**src/rtl/fp32_mant_normalizer_if.sv**
```systemverilog
// fp32_mant_normalizer_if: input/output handshake bundle for the post-add normaliser
interface fp32_mant_normalizer_if #(
  parameter int MANT_W = 27,
  parameter int EXP_W  = 8
);
  logic              i_valid;
  logic              o_ready;
  logic [EXP_W-1:0]  i_exp;
  logic [MANT_W:0]   i_mant;
  logic              o_valid;
  logic              i_ready;
  logic [EXP_W-1:0]  o_exp;
  logic [MANT_W-1:0] o_mant;
  logic              o_zero;
  logic              o_denorm;
  logic              o_ovf;
  modport slave (
    input  i_valid, i_exp, i_mant, i_ready,
    output o_ready, o_valid, o_exp, o_mant, o_zero, o_denorm, o_ovf
  );
  modport master (
    output i_valid, i_exp, i_mant, i_ready,
    input  o_ready, o_valid, o_exp, o_mant, o_zero, o_denorm, o_ovf
  );
endinterface

```
**src/rtl/fp32_mant_normalizer.sv**
```systemverilog
// fp32_mant_normalizer: sequential one-bit-per-cycle renormaliser after the FP32 mantissa add
module fp32_mant_normalizer #(
  parameter int MANT_W = 27,
  parameter int EXP_W  = 8
) (
  input logic i_clk,
  input logic i_rst,
  fp32_mant_normalizer_if.slave bus
);
  typedef enum logic [1:0] {IDLE, SHIFT, DONE} state_t;
  localparam logic [EXP_W:0] EMAX = {1'b0, {EXP_W{1'b1}}};
  state_t state, state_n;
  logic [MANT_W-1:0] m, m_l, m_r;
  logic [EXP_W-1:0] e, e_in, e_d;
  logic [EXP_W:0] e_inc;
  logic zero, denorm, ovf, acc, in_zero, in_carry, in_msb, in_low, ovf_in, sh_msb, sh_low;
  always_comb begin
    acc      = bus.i_valid && state == IDLE;
    e_in     = (bus.i_exp == '0) ? EXP_W'(1) : bus.i_exp;
    e_inc    = {1'b0, e_in} + 1'b1;
    ovf_in   = e_inc >= EMAX;
    in_zero  = bus.i_mant == '0;
    in_carry = bus.i_mant[MANT_W];
    in_msb   = bus.i_mant[MANT_W-1];
    in_low   = e_in == EXP_W'(1);
    m_r      = {bus.i_mant[MANT_W:2], bus.i_mant[1] | bus.i_mant[0]};
    m_l      = {m[MANT_W-2:0], 1'b0};
    e_d      = e - 1'b1;
    sh_msb   = m_l[MANT_W-1];
    sh_low   = e_d == EXP_W'(1);
  end
  always_ff @(posedge i_clk)
    if (i_rst) state <= IDLE;
    else state <= state_n;
  always_comb begin
    state_n = state;
    case (state)
      IDLE:    state_n = !acc ? IDLE : (in_zero || in_carry || in_msb || in_low) ? DONE : SHIFT;
      SHIFT:   state_n = (sh_msb || sh_low) ? DONE : SHIFT;
      DONE:    state_n = bus.i_ready ? IDLE : DONE;
      default: state_n = IDLE;
    endcase
  end
  always_comb begin
    bus.o_ready  = state == IDLE;
    bus.o_valid  = state == DONE;
    bus.o_exp    = e;
    bus.o_mant   = m;
    bus.o_zero   = zero;
    bus.o_denorm = denorm;
    bus.o_ovf    = ovf;
  end
  // Classification priority at accept: zero, carry, already normal, underflow floor, else shift.
  always_ff @(posedge i_clk)
    if (i_rst) begin
      m      <= '0;
      e      <= '0;
      zero   <= 1'b0;
      denorm <= 1'b0;
      ovf    <= 1'b0;
    end else if (acc) begin
      zero   <= in_zero;
      ovf    <= !in_zero && in_carry && ovf_in;
      denorm <= !in_zero && !in_carry && !in_msb && in_low;
      if (in_zero) begin
        m <= '0;
        e <= '0;
      end else if (in_carry) begin
        m <= ovf_in ? '0 : m_r;
        e <= ovf_in ? {EXP_W{1'b1}} : e_inc[EXP_W-1:0];
      end else begin
        m <= bus.i_mant[MANT_W-1:0];
        e <= (!in_msb && in_low) ? '0 : e_in;
      end
    end else if (state == SHIFT) begin
      m      <= m_l;
      e      <= (!sh_msb && sh_low) ? '0 : e_d;
      denorm <= !sh_msb && sh_low;
    end
endmodule

```
**src/flat_wrapper.sv**
```systemverilog
// flat-port wrapper written by rule: the top's interface ports become plain ports
module fp32_mant_normalizer_flat 
#(
  parameter int MANT_W = 27,
  parameter int EXP_W  = 8
)
  (i_clk, i_rst, bus_i_valid, bus_i_exp, bus_i_mant, bus_i_ready, bus_o_ready, bus_o_valid, bus_o_exp, bus_o_mant, bus_o_zero, bus_o_denorm, bus_o_ovf);
  fp32_mant_normalizer_if #(.MANT_W(MANT_W), .EXP_W(EXP_W)) bus_i ();
  input logic i_clk;
  input logic i_rst;
  input wire logic [$bits(bus_i.i_valid)-1:0] bus_i_valid;
  input wire logic [$bits(bus_i.i_exp)-1:0] bus_i_exp;
  input wire logic [$bits(bus_i.i_mant)-1:0] bus_i_mant;
  input wire logic [$bits(bus_i.i_ready)-1:0] bus_i_ready;
  output wire logic [$bits(bus_i.o_ready)-1:0] bus_o_ready;
  output wire logic [$bits(bus_i.o_valid)-1:0] bus_o_valid;
  output wire logic [$bits(bus_i.o_exp)-1:0] bus_o_exp;
  output wire logic [$bits(bus_i.o_mant)-1:0] bus_o_mant;
  output wire logic [$bits(bus_i.o_zero)-1:0] bus_o_zero;
  output wire logic [$bits(bus_i.o_denorm)-1:0] bus_o_denorm;
  output wire logic [$bits(bus_i.o_ovf)-1:0] bus_o_ovf;
  assign bus_i.i_valid = bus_i_valid;
  assign bus_i.i_exp = bus_i_exp;
  assign bus_i.i_mant = bus_i_mant;
  assign bus_i.i_ready = bus_i_ready;
  assign bus_o_ready = bus_i.o_ready;
  assign bus_o_valid = bus_i.o_valid;
  assign bus_o_exp = bus_i.o_exp;
  assign bus_o_mant = bus_i.o_mant;
  assign bus_o_zero = bus_i.o_zero;
  assign bus_o_denorm = bus_i.o_denorm;
  assign bus_o_ovf = bus_i.o_ovf;
  fp32_mant_normalizer #(.MANT_W(MANT_W), .EXP_W(EXP_W)) u_core (.i_clk(i_clk), .i_rst(i_rst), .bus(bus_i));
endmodule
```
**config.mk**
```make
export PLATFORM = sky130hd
export DESIGN_NAME = fp32_mant_normalizer_flat
export DESIGN_NICKNAME = d
export VERILOG_FILES = /design/src/rtl/fp32_mant_normalizer_if.sv /design/src/rtl/fp32_mant_normalizer.sv /design/src/flat_wrapper.sv
export SDC_FILE = /design/constraint.sdc
export NUM_CORES = 1
export LEC_CHECK = 0
export ABC_AREA = 1
export CORE_MARGIN = 3
export CORE_UTILIZATION = 50
export CTS_CLUSTER_DIAMETER = 150
export DETAILED_ROUTE_END_ITERATION = 12
export GPL_TIMING_DRIVEN = 0
export MAX_ROUTING_LAYER = met4
export PLACE_DENSITY = 0.84
export SYNTH_ARGS = -nofsm -noshare
export SYNTH_HDL_FRONTEND = slang
export SYNTH_SLANG_ARGS = --single-unit
```
**constraint.sdc**
```tcl
create_clock -name i_clk -period 3.9 [get_ports i_clk]
set_input_delay 0.585 -clock i_clk [delete_from_list [all_inputs] [get_ports i_clk]]
set_output_delay 0.585 -clock i_clk [all_outputs]
set_load 0.02 [all_outputs]
```
* After elaboration in Yosys (flattened, before gate mapping)
Cells that the tools add are included.
Word-level totals: register bits after elaboration 40, output and inout port bits 40
Operators by class: $add $sub $neg 2, magnitude comparators 1, equality and inequality tests 4, multiplexer cells 20, bitwise operators 1, reductions and logical operators 20
Operators by type and width (count):
- $mux W27 | 5
- $mux W8 | 8
- $logic_not A28 Y1 | 1
- $eq A8 B1 Y1 const B | 2
- $add A8 B1 Y9 const B | 1
- $ge A9 B8 Y1 const B | 1
- $logic_and A1 B1 Y1 | 8
- $logic_not A8 Y1 | 1
- $mux W2 | 4
- $sub A8 B1 Y8 const B | 1
- $pmux W2 S3 | 1
- $logic_not A1 Y1 | 4
- $logic_or A1 B1 Y1 | 4
- $eq A2 B1 Y1 const B | 1
- $eq A2 B2 Y1 const B | 1
- $logic_not A2 Y1 | 1
- $mux W1 | 2
- $reduce_bool A2 Y1 | 1
- $or A1 B1 Y1 | 1

* Longest topological paths before layout
Gate-level depths: netlist of the first run.
word-level depth 8, mapped depth 15, gate-level depth less buffers 15

* Worst setup path before layout of the first run
No wires, ideal clock.
path kind input-to-reg, start input bus_i_exp[7], end register u_core.m[10] (netlist: u_core.bus.o_mant[10]), setup time 124 ps, arrival 2005 ps, required time 3776 ps, path slack 1771 ps, stages 15, buffers on the path 1, path through inv_1 > nand4_1 > nor2_1 > nor2_1 > inv_1 > ha_1 > inv_1 > nand2_1 > nor2_1 > nand3_2 > nand3_4 > nor2_4 > buf_6 > nand3_1 > a31oi_1
On the way: longest elaborated chain between the ends 8
RTL lines:
- start: declaration | RTL line flat_wrapper.sv:12 | input wire logic [$bits(bus_i.i_exp)-1:0] bus_i_exp;
- $logic_not A8 Y1 | RTL line fp32_mant_normalizer.sv:19 | e_in = (bus.i_exp == '0) ? EXP_W'(1) : bus.i_exp;
- $mux W8 * | RTL line fp32_mant_normalizer.sv:19
- $add A8 B1 Y9 * | RTL line fp32_mant_normalizer.sv:20 | e_inc = {1'b0, e_in} + 1'b1;
- $ge A9 B8 Y1 * | RTL line fp32_mant_normalizer.sv:21 | ovf_in = e_inc >= EMAX;
- $mux W27 * | RTL line fp32_mant_normalizer.sv:69 | m <= ovf_in ? '0 : m_r;
- $mux W27 * | RTL line fp32_mant_normalizer.sv:68 | end else if (in_carry) begin
- $mux W27 * | RTL line fp32_mant_normalizer.sv:65 | if (in_zero) begin
- $mux W27 * | RTL line fp32_mant_normalizer.sv:61 | end else if (acc) begin
- end signal: assignment | RTL line fp32_mant_normalizer.sv:69
- end signal: assignment | RTL line fp32_mant_normalizer.sv:72 | m <= bus.i_mant[MANT_W-1:0];
- end signal: assignment | RTL line fp32_mant_normalizer.sv:76 | m <= m_l;
- end: declaration | RTL line fp32_mant_normalizer.sv:13 | logic [MANT_W-1:0] m, m_l, m_r;
Every way passes the cells marked *; elsewhere a longest branch is shown, timed or not. A chain may end at the register's enable or synchronous reset.

* Worst setup path in the final report of the first run
start input bus_i_exp[4], end register u_core.m[12] (netlist: u_core.bus.o_mant[12])
The elaborated chain is that of the path after synthesis.

==> impl_metrics.toml, run 1 <==
[clock_network]
cts-root-buf = "clkbuf_8"
htreeDepth = 2
cts_setup_buffers = 0
cts_resized = 0
clk_latency_ps = 290
clk_pin_slew_worst_paths_ps = 80
cts_buffer_depth = 2
cts_hold_buf = 0
numCtsBuffers = 5
clock-sinks = 40
cts_tree = "yes"

[synth]
synth_area_per_cell_um2 = 6.37
yosysTopAreaCell = "dfxtp_1"
yosys_most_used_dff = "dfxtp_1"
syn_inst = 420
synth_top_area_share = 0.299
synth_fp_nets = 463
ys_ff_latch = 40
synth_enable_flop_cells = 0
synth_cell_types = 30
synth_area_leaders = "dfxtp_1 30%, nand3_1 12%, o21ai_0 12%, nand2_1 8.1%, nor2_1 6.2%"
yosys_warnings = 0
synthArstFlopShare = 0
netlist_area_mm2 = 0.00267
ys_seq_area_frac = 0.299

[sta]
fin_crit_ps = 2760
relSlewSlack = 0.670
finalHoldViolCount = 0
worst_pin_slew_ps = 495
slew_viol_final = 0
finalCritPeriodShare = 0.707
fin_skew_ps = 3.32
grt_setup_unrepaired = "false"
max_freq_mhz = 362
setup_violations = 0
tns_ps = 0

[global_route]
grt_pass1_wl_um = 14600
grt_overflow = 0
antenna_found_initial = 0
grt_util_all_layers = 0.294
grt_pass1_vias = 3096
grt_max_degree = 13

[critical_path]
arrival_ps = 2980
crit_chain = "clkdlybuf4s50_1 -> inv_1 -> nand4_1 -> nor2_1 -> nor2_1 -> inv_1 -> ha_1 -> inv_1 -> nand2_1 -> nor2_1 -> nand3_2 -> nand3_4 -> nor2_4 -> buf_6 -> nand3_1 -> a31oi_1"
cp_max_fo = 10
worstPathRequired_ps = 4120
crit_type = "in2reg"
slowest_stage = "clkdlybuf4s50_1"
crit_path_end_kind = "register"
max_stage_delay_ps = 590
critPathLaunchType = "input port"

[layout]
drive_gt1_frac = 0.0812
fin_util = 0.732
fill_cells = 425
area_delta_synth_final_pct = 35.4
nNetsFinal = 548
n_antenna_cell = 0

[die]
core_mm2 = 0.00494
core.rowCount = 25
die_w_um = 79.1
die_h_um = 79.1
initial_core_util = 0.541
io-pin-count = 80
dieArea_mm2 = 0.00626

[route]
first_pass_iters = 5
postRouteAntennaNets = 0
drt_iter0_drc = 390
highest-signal-layer = "met4"
drt_wl_total_um = 9010
wl_met1_um = 3960
wl_met2_um = 4100
vias = 3356
route.met3.wl_um = 898
viasPerCell = 5.87
drc = 0
wl_per_cell_um = 15.8

[pwr]
power.density_mw_per_mm2 = 353
ir_worst_vdd_mv = 0.217
leakagePower_nw = 1.46

[job]
maxCapViolations = 0

[min_path]
hp-class = "reg2reg"

[placement]
gp_congestion = 0.943
hpwl_um = 6850
port-buffer-count = 78

[outcome]
status = "finished clean"
[cell type report]
class,count,area [µm²],share of cell area
plain buffers,24,121,0.0335
flip-flops and latches,40,801,0.221
clock buffers,5,68.8,0.0190
repair buffers,78,781,0.216
multi-input cells,311,1580,0.437
well taps,67,83.8,0.0232
inverters,45,169,0.0467
clock inverters,2,12.5,0.00346
[flip-flops by register name, summed over array words and instances (netlist names)]
register	count
u_core.bus.o_ovf	1
u_core.bus.o_zero	1
u_core.bus.o_mant	27
u_core.state	2
u_core.bus.o_denorm	1
u_core.bus.o_exp	8
[cell usage after synthesis (all sizes together) (5+ instances only)]
library cell and n:
or2 5, buf 12, nor3 5, o21ai 66
inv 45, nand2 61, a31oi 24, dfxtp 40
nand3 67, clkbuf 12, nand4 7, a21oi 13
nor2 49
[power by group]
part / internal [W] / switching [W]
Clock: 0.000121 / 0.000153
Sequential: 0.000454 / 0.0000364
Combinational: 0.000214 / 0.000297
Total: 0.000789 / 0.000487
[stage by stage]
step	instances	cell area [µm²]	setup WS (ps)	total power [W]	hold slack (ps)
after floorplan	420	2670	1770	0.000784	540
after global placement	565	3540	856	0.000988	455
after detailed placement	565	3540	880	0.00100	468
after CTS	572	3620	1170	0.00127	480
after global routing	572	3620	838	0.00133	512
final	572	3620	1140	0.00128	475
[logic make-up after synthesis]
| group | count (synthesis) | share of synthesized area |
|---|---|---|
| compound gates | 108 | 0.218 |
| xor+xnor | 6 | 0.0197 |
| fa+ha+maj | 3 | 0.0140 |
| buf+inv | 69 | 0.109 |
| flops | 40 | 0.299 |
| simple gates | 194 | 0.341 |
[worst max-delay path, delay by kind of cell]
kind                     cells  cell delay [ps]
buffers and inverters        5             1000
AND/OR/NAND/NOR              9              910
AO/OA/AOI/OAI                1              150
adder cells (fa/ha/maj)      1              320
[path summary, 6_finish.rpt]
| kind | startpoint | endpoint | slack (ps) | cells past startpoint |
|---|---|---|---|---|
| min reg2reg | u_core.bus.o_ovf | u_core.bus.o_ovf | 480 | 2 |
| max | bus_i_exp[4] | u_core.bus.o_mant[12] | 1140 | 16 |
| max reg2reg | u_core.bus.o_exp[0] | u_core.bus.o_exp[1] | 1880 | 10 |
| min | u_core.bus.o_ovf | u_core.bus.o_ovf | 480 | 2 |
[metal layers]
metal  vias up  global-route usage
met5         -                   -
met4         0              0.0584
met3        10              0.0408
met2       205               0.453
met1      1536               0.413
li1       1605                   -
[placed cells by master (no fill, tap or decap), types with 2 or more instances in the layout]
master            n
a21oi_1          13
a31oi_1          24
buf_1             2
buf_2             7
buf_6             3
clkbuf_1         12
clkbuf_8          5
clkdlybuf4s50_1  78
dfxtp_1          40
ha_1              3
inv_1            38
inv_2             7
nand2_1          58
nand2_2           3
nand3_1          63
nand3_2           3
nand4_1           7
nor2_1           44
nor2_2            3
nor2_4            2
nor3_1            4
o211ai_1          2
o21ai_0          63
o21ai_1           3
o21bai_1          2
or2_2             4
xnor2_1           3
xor2_1            3
Power figures use the tool's default switching activity.
==> run 2, diff against run 1 <==
CORE_UTILIZATION = 43   (was 50)
PLACE_DENSITY = 0.77   (was 0.84)
clock period = 2.21 ns   (was 3.9 ns; I/O delays follow)
==> run 2 against run 1 <==
Compared with the run above: first-iteration DRC count decreased by 20%; critical path depth decreased by 3; clock-buffer cell count increased by 1; wire length decreased by 1.3%; clock power increased by 75%; core utilization decreased by 12 points; highest routed layer unchanged; combinational power increased by 75%; largest cell class unchanged.
==> impl_metrics.toml, run 2 (same netlist as run 1, synthesis figures left out) <==
[min_path]
hold_end = "u_core.state[0]"
hold_depth = 2
worstHoldStart = "i_rst"
hp-class = "in2reg"

[sta]
fin_skew_ps = 6.90
finalHoldViolCount = 0
setup_violations = 0
relSlewSlack = 0.659
finalCritPeriodShare = 0.955
worst_pin_slew_ps = 512
fin_crit_ps = 2110
grt_setup_unrepaired = "false"
slew_viol_final = 0
max_freq_mhz = 474

[global_route]
grt_overflow = 0
antenna_found_initial = 0
grt_pass1_vias = 2933
grt_util_all_layers = 0.249
grt_pass1_wl_um = 14400
grt_max_degree = 12
gr-usage-met3 = 0.0330
grtUsageMet1 = 0.365
gr-usage-met2 = 0.372
top_usage_layer = "met2"

[clock_network]
clk_latency_ps = 300
clk_pin_slew_worst_paths_ps = 80
numCtsBuffers = 5
clock-sinks = 40
htreeDepth = 2
cts-root-buf = "clkbuf_8"
cts_buffer_depth = 2
cts_tree = "yes"

[die]
core_mm2 = 0.00596
dieArea_mm2 = 0.00720
initial_core_util = 0.449
core.rowCount = 28
io-pin-count = 80
die_h_um = 84.9
die_w_um = 84.9

[route]
vias = 3239
first_pass_iters = 5
postRouteAntennaNets = 0
wl_per_cell_um = 15.2
viasPerCell = 5.55
drc = 0
drt_wl_total_um = 8890
drt_iter0_drc = 311

[layout]
final_cell_mix = "69 x clkdlybuf4s50_1, 63 x nand3_1, 63 x o21ai_0"
fin_cells = 584
design_area_mm2 = 0.00363
area_delta_synth_final_pct = 35.9
nNetsFinal = 552
n_antenna_cell = 0
largest_reg_flops = 27
drive_gt1_frac = 0.106
fin_util = 0.610
final_common_cell = "clkdlybuf4s50_1"

[critical_path]
critPathLaunchType = "input port"
crit_type = "in2reg"
r2r_cells = 10
r2r-end = "u_core.bus.o_exp[1]"
arrival_ps = 2310
r2r-start = "u_core.bus.o_exp[0]"
crit_path_end_kind = "register"
worstPathRequired_ps = 2410
cp_max_fo = 5
rrSetupSlack_ps = 270

[pwr]
ir_worst_vdd_mv = 0.328
power.density_mw_per_mm2 = 617
pwr-share-seq = 0.387
p_sw_frac = 0.379
p_sw_w = 0.000849
clkPwrFrac = 0.214
p_int_w = 0.00139
leakagePower_nw = 1.50
power_frac_comb = 0.399

[placement]
dp.cells = 573
gp_congestion = 0.926
place_area_mm2 = 0.00355
hpwl_um = 6680
port-buffer-count = 78

[outcome]
status = "finished clean"

[job]
maxCapViolations = 0
## run 2: cell types whose count changed in the layout (fill, tap and decap cells not counted), sizes merged
cell / delta
dlygate4sd2: +1
dlymetal6s2s: +2
clkdlybuf4s50: -9
buf: +4
clkbuf: +7
clkinvlp: -1
## run 2: worst max path at each step
| stage | depth (start not counted) | slack, ps | start | endpoint |
|---|---|---|---|---|
| after floorplan | 15 | 330 | bus_i_exp[7] | u_core.bus.o_mant[10] |
| after global placement | 16 | -520 | bus_i_exp[4] | u_core.bus.o_mant[12] |
| after detailed placement | 16 | -550 | bus_i_exp[4] | u_core.bus.o_mant[9] |
| after CTS | 16 | 80 | bus_i_exp[4] | u_core.bus.o_mant[9] |
| after global routing | 16 | 3 | bus_i_exp[1] | u_core.bus.o_mant[15] |
| final | 13 | 100 | bus_i_mant[23] | u_core.bus.o_exp[2] |
## run 2: final cells by class
class | count | area (µm²)
buffer | 24 | 121
clock buffer | 6 | 72.6
clock inverter | 1 | 5.00
fill | 610 | 2320
inverter | 45 | 169
multi-input combinational | 311 | 1590
sequential | 40 | 801
tap | 75 | 93.8
timing repair buffer | 82 | 779
## run 2: worst max-delay path, cell delays in order
cell and delay, ps:
clkdlybuf4s50_1 460, nor2_1 130, nand2_1 70, nor3_1 320, nand3_2 170, inv_1 100
nor2_2 60, nand2_2 130, inv_2 60, nand2_1 120, nand2_1 120, o21ai_1 170
inv_1 50
## run 2: what timing repair did
item                       in CTS  in global routing
gates resized for setup        10                 15
pin swaps                       3                  3
setup buffers                   2                  0
cloned                          1                  1
hold buffers                    0                  0
setup endpoints to repair      34                 27
## run 2: metal layers
layer,vias to the layer above,wire length (µm)
met5,-,0
met4,0,72
met3,11,513
met2,120,4020
met1,1508,4290
li1,1600,-
## run 2: power by group through the flow
stage	Clock (W)	Sequential [W]	Combinational, W
finish	0.000481	0.000866	0.000894
detailed placement	0	0.000881	0.000880
global placement	0	0.000880	0.000872
floorplan	0	0.000964	0.000419
CTS	0.000493	0.000865	0.000885
global route	0.000514	0.000877	0.000976
## run 2: per-stage QoR
step	hold slack (ps)	total power (W)	setup slack, ps	TNS [ps]
floorplan	498	0.00138	335	0
global placement	455	0.00175	-519	-15900
detailed placement	461	0.00176	-546	-16420
CTS	413	0.00224	76.9	0
global route	416	0.00237	3.11	0
finish	421	0.00224	100	0
==> patch: new RTL, flow settings as in run 2 <==
Re-encode `state_t` (3 states) as one-hot, 3 bits wide.
--- a/src/rtl/fp32_mant_normalizer.sv
+++ b/src/rtl/fp32_mant_normalizer.sv
@@ -8,5 +8,5 @@
   fp32_mant_normalizer_if.slave bus
 );
-  typedef enum logic [1:0] {IDLE, SHIFT, DONE} state_t;
+  typedef enum logic [2:0] {IDLE = 3'b001, SHIFT = 3'b010, DONE = 3'b100} state_t;
   localparam logic [EXP_W:0] EMAX = {1'b0, {EXP_W{1'b1}}};
   state_t state, state_n;
Formal check against the unedited RTL: no difference found for any inputs over 10 cycles, from zero or initial values and one cycle with i_rst high; not proved beyond that.
==> patch against run 2 <==
- clock power up 25%
- sequential power rose by 6.7%
- cell count rose by 11%
- total power grew 17%
- core utilization is 2.5 points higher
- worst setup slack improved by 0.010 ns
- critical path type unchanged
- sequential cell count rose by 1
- routed wire length increased by 5.9%
- synthesized area up 12%
- cell area up 15%
==> patch: results (changes against run 2) <==
| Metric | Value |
|---|---|
| Antenna violations before repair | `0 (unchanged)` |
| Pre-antenna DRT Iters | `5 (unchanged)` |
| Worst-Skew Late Latency | `0.30 ns (about the same)` |
| Post-synth ARST share | `0 (unchanged)` |
| GP Congestion | `0.959 (was 0.926)` |
| Post-synth top cells | `nor2_1 (84), a21oi_1 (65), nand2_1 (65) (was nand3_1 (63), o21ai_0 (63), nand2_1 (58))` |
| Syn_nets | `497 (was 463)` |
| Cells taking the most area after synthesis | `dfxtp_1 (27%), a21oi_1 (11%), nor2_1 (10%) (was dfxtp_1 (30%), nand3_1 (12%), o21ai_0 (12%))` |
| Detail Placement HPWL | `6.87 mm (was 6.68 mm)` |
| IO buf count | `78 (unchanged)` |
| Critical-path top delay cell | `clkdlybuf4s15_1 (was clkdlybuf4s50_1)` |
| CTS root buffer | `clkbuf_8 (unchanged)` |
| CP max stage delay | `0.25 ns (was 0.46 ns)` |
| DR iter-0 viols | `214 (was 311)` |
| Worst Max-Slew Pin Slew | `0.490 ns (was 0.512 ns)` |
| Fin nets | `597 (was 552)` |
| First-pass GRT wire length | `15.1 mm (was 14.4 mm)` |
| DRC violations left | `0 (unchanged)` |
| CTS Buf Count | `5 (unchanged)` |
| Clock transition at path regs | `0.08 ns (about the same)` |
| Yosys cell types | `37 (was 30)` |
| VDD IR max | `0.000428 V (was 0.000328 V)` |
| Cell family with most CP delay | `simple AND/OR/NAND/NOR gates (unchanged)` |
| # H-tree levels | `2 (unchanged)` |
| Register area share after synthesis | `0.273 (was 0.299)` |
| Hold/Removal Path Class | `reg2reg (was in2reg)` |
| Number of flip-flops in the largest register | `27 (unchanged)` |
| All-layer global routing usage | `0.242 (was 0.249)` |
| Dpl ws | `-0.525 ns (was -0.546 ns)` |
| Layout cells sized above 1 | `0.175 (was 0.106)` |
| Status | `complete, no violations (unchanged)` |
| Number of global-route vias before repair | `3328 (was 2933)` |
| Ant. Diodes | `0 (unchanged)` |
| Largest net degree at the start of global routing | `13 (was 12)` |
| Psw | `0.989 mW (was 0.849 mW)` |
| Via/cell ratio | `5.46 (was 5.55)` |
| WL/cell | `14.6 µm (was 15.2 µm)` |
| Post-DP Area | `3900 µm² (was 3550 µm²)` |
| Largest fanout on the critical path | `5 (unchanged)` |
| Synth warnings | `0 (unchanged)` |
| Leakage | `1.74 nW (was 1.50 nW)` |
| Worst clock skew | `0.00901 ns (was 0.00690 ns)` |
| Max Buffers Root-to-Sink | `2 (unchanged)` |
## patch: changes by cell type in the layout (fill, tap and decap cells not counted), sizes merged, moves of 15 or more
cell / run 2 / this run
nand3: 67 / 28
o21ai: 66 / 40
a21oi: 13 / 72
buf: 16 / 31
a31oi: 24 / 1
nor2: 49 / 91
o211ai: 2 / 25
## patch: worst paths after layout
check / startpoint / endpoint / slack [ns] / cells past startpoint
setup / recovery: bus_i_exp[5] / u_core.bus.o_mant[5] / 0.11 / 16
hold / removal: u_core.bus.o_ovf / u_core.bus.o_ovf / 0.50 / 2
setup reg to reg: u_core.bus.o_exp[0] / u_core.bus.o_exp[0] / 0.38 / 10
hold reg to reg: u_core.bus.o_ovf / u_core.bus.o_ovf / 0.50 / 2
## patch: final cells by class
type	count	area (µm²)
Inverter	39	146
Timing Repair Buffer	93	920
Fill cell	597	2390
Clock buffer	5	68.8
Multi-Input combinational cell	348	1900
Clock inverter	2	35.0
Tap cell	93	116
Sequential cell	41	821
Buffer	26	166
## patch: cell families after synthesis
group           count (synthesis)  share of synthesized area
simple gates                  203                      0.308
compound gates                140                      0.296
buf+inv                        65                      0.104
flops                          41                      0.273
fa+ha+maj                       3                     0.0125
xor+xnor                        2                    0.00583
## patch: power by group through the flow
stage	clock network [mW]	logic [mW]	registers, mW
floorplan	0	0.550	1.03
global placement	0	1.04	0.935
detailed placement	0	1.06	0.937
CTS	0.609	1.08	0.921
global route	0.634	1.21	0.937
finish	0.599	1.10	0.924
## patch: worst register-to-register path, cell delays in order, from the launching register on
cell and delay [ns]:
dfxtp_1 0.39, inv_1 0.13, ha_1 0.29, xnor2_1 0.21, nand3_1 0.12, nor2_1 0.16, nand4_1 0.14, nand2_1 0.11
nor2_1 0.05, nor2_1 0.08, nor2_1 0.04
## patch: timing repair
action / CTS / global route
endpoints found under the setup margin: 34 / 34
endpoints found under the hold margin: 0 / 0
pin swaps: 6 / 6
setup buffers: 9 / 5
hold buffers: 0 / 0
cloned: 1 / 0
resized for setup: 11 / 10
## patch: layer usage
metal / global-route usage / up-vias / wire (µm)
li1: - / 1722 / -
met1: 0.296 / 1639 / 4030
met2: 0.409 / 144 / 4560
met3: 0.0438 / 25 / 615
met4: 0.0650 / 0 / 210
met5: - / - / 0
## patch: through the flow
step	hold slack, ns	instances	util
finish	0.502	647	0.635
detailed placement	0.486	625	0.594
global placement	0.482	625	0.594
CTS	0.489	642	0.625
floorplan	0.401	454	-
global route	0.521	647	0.635
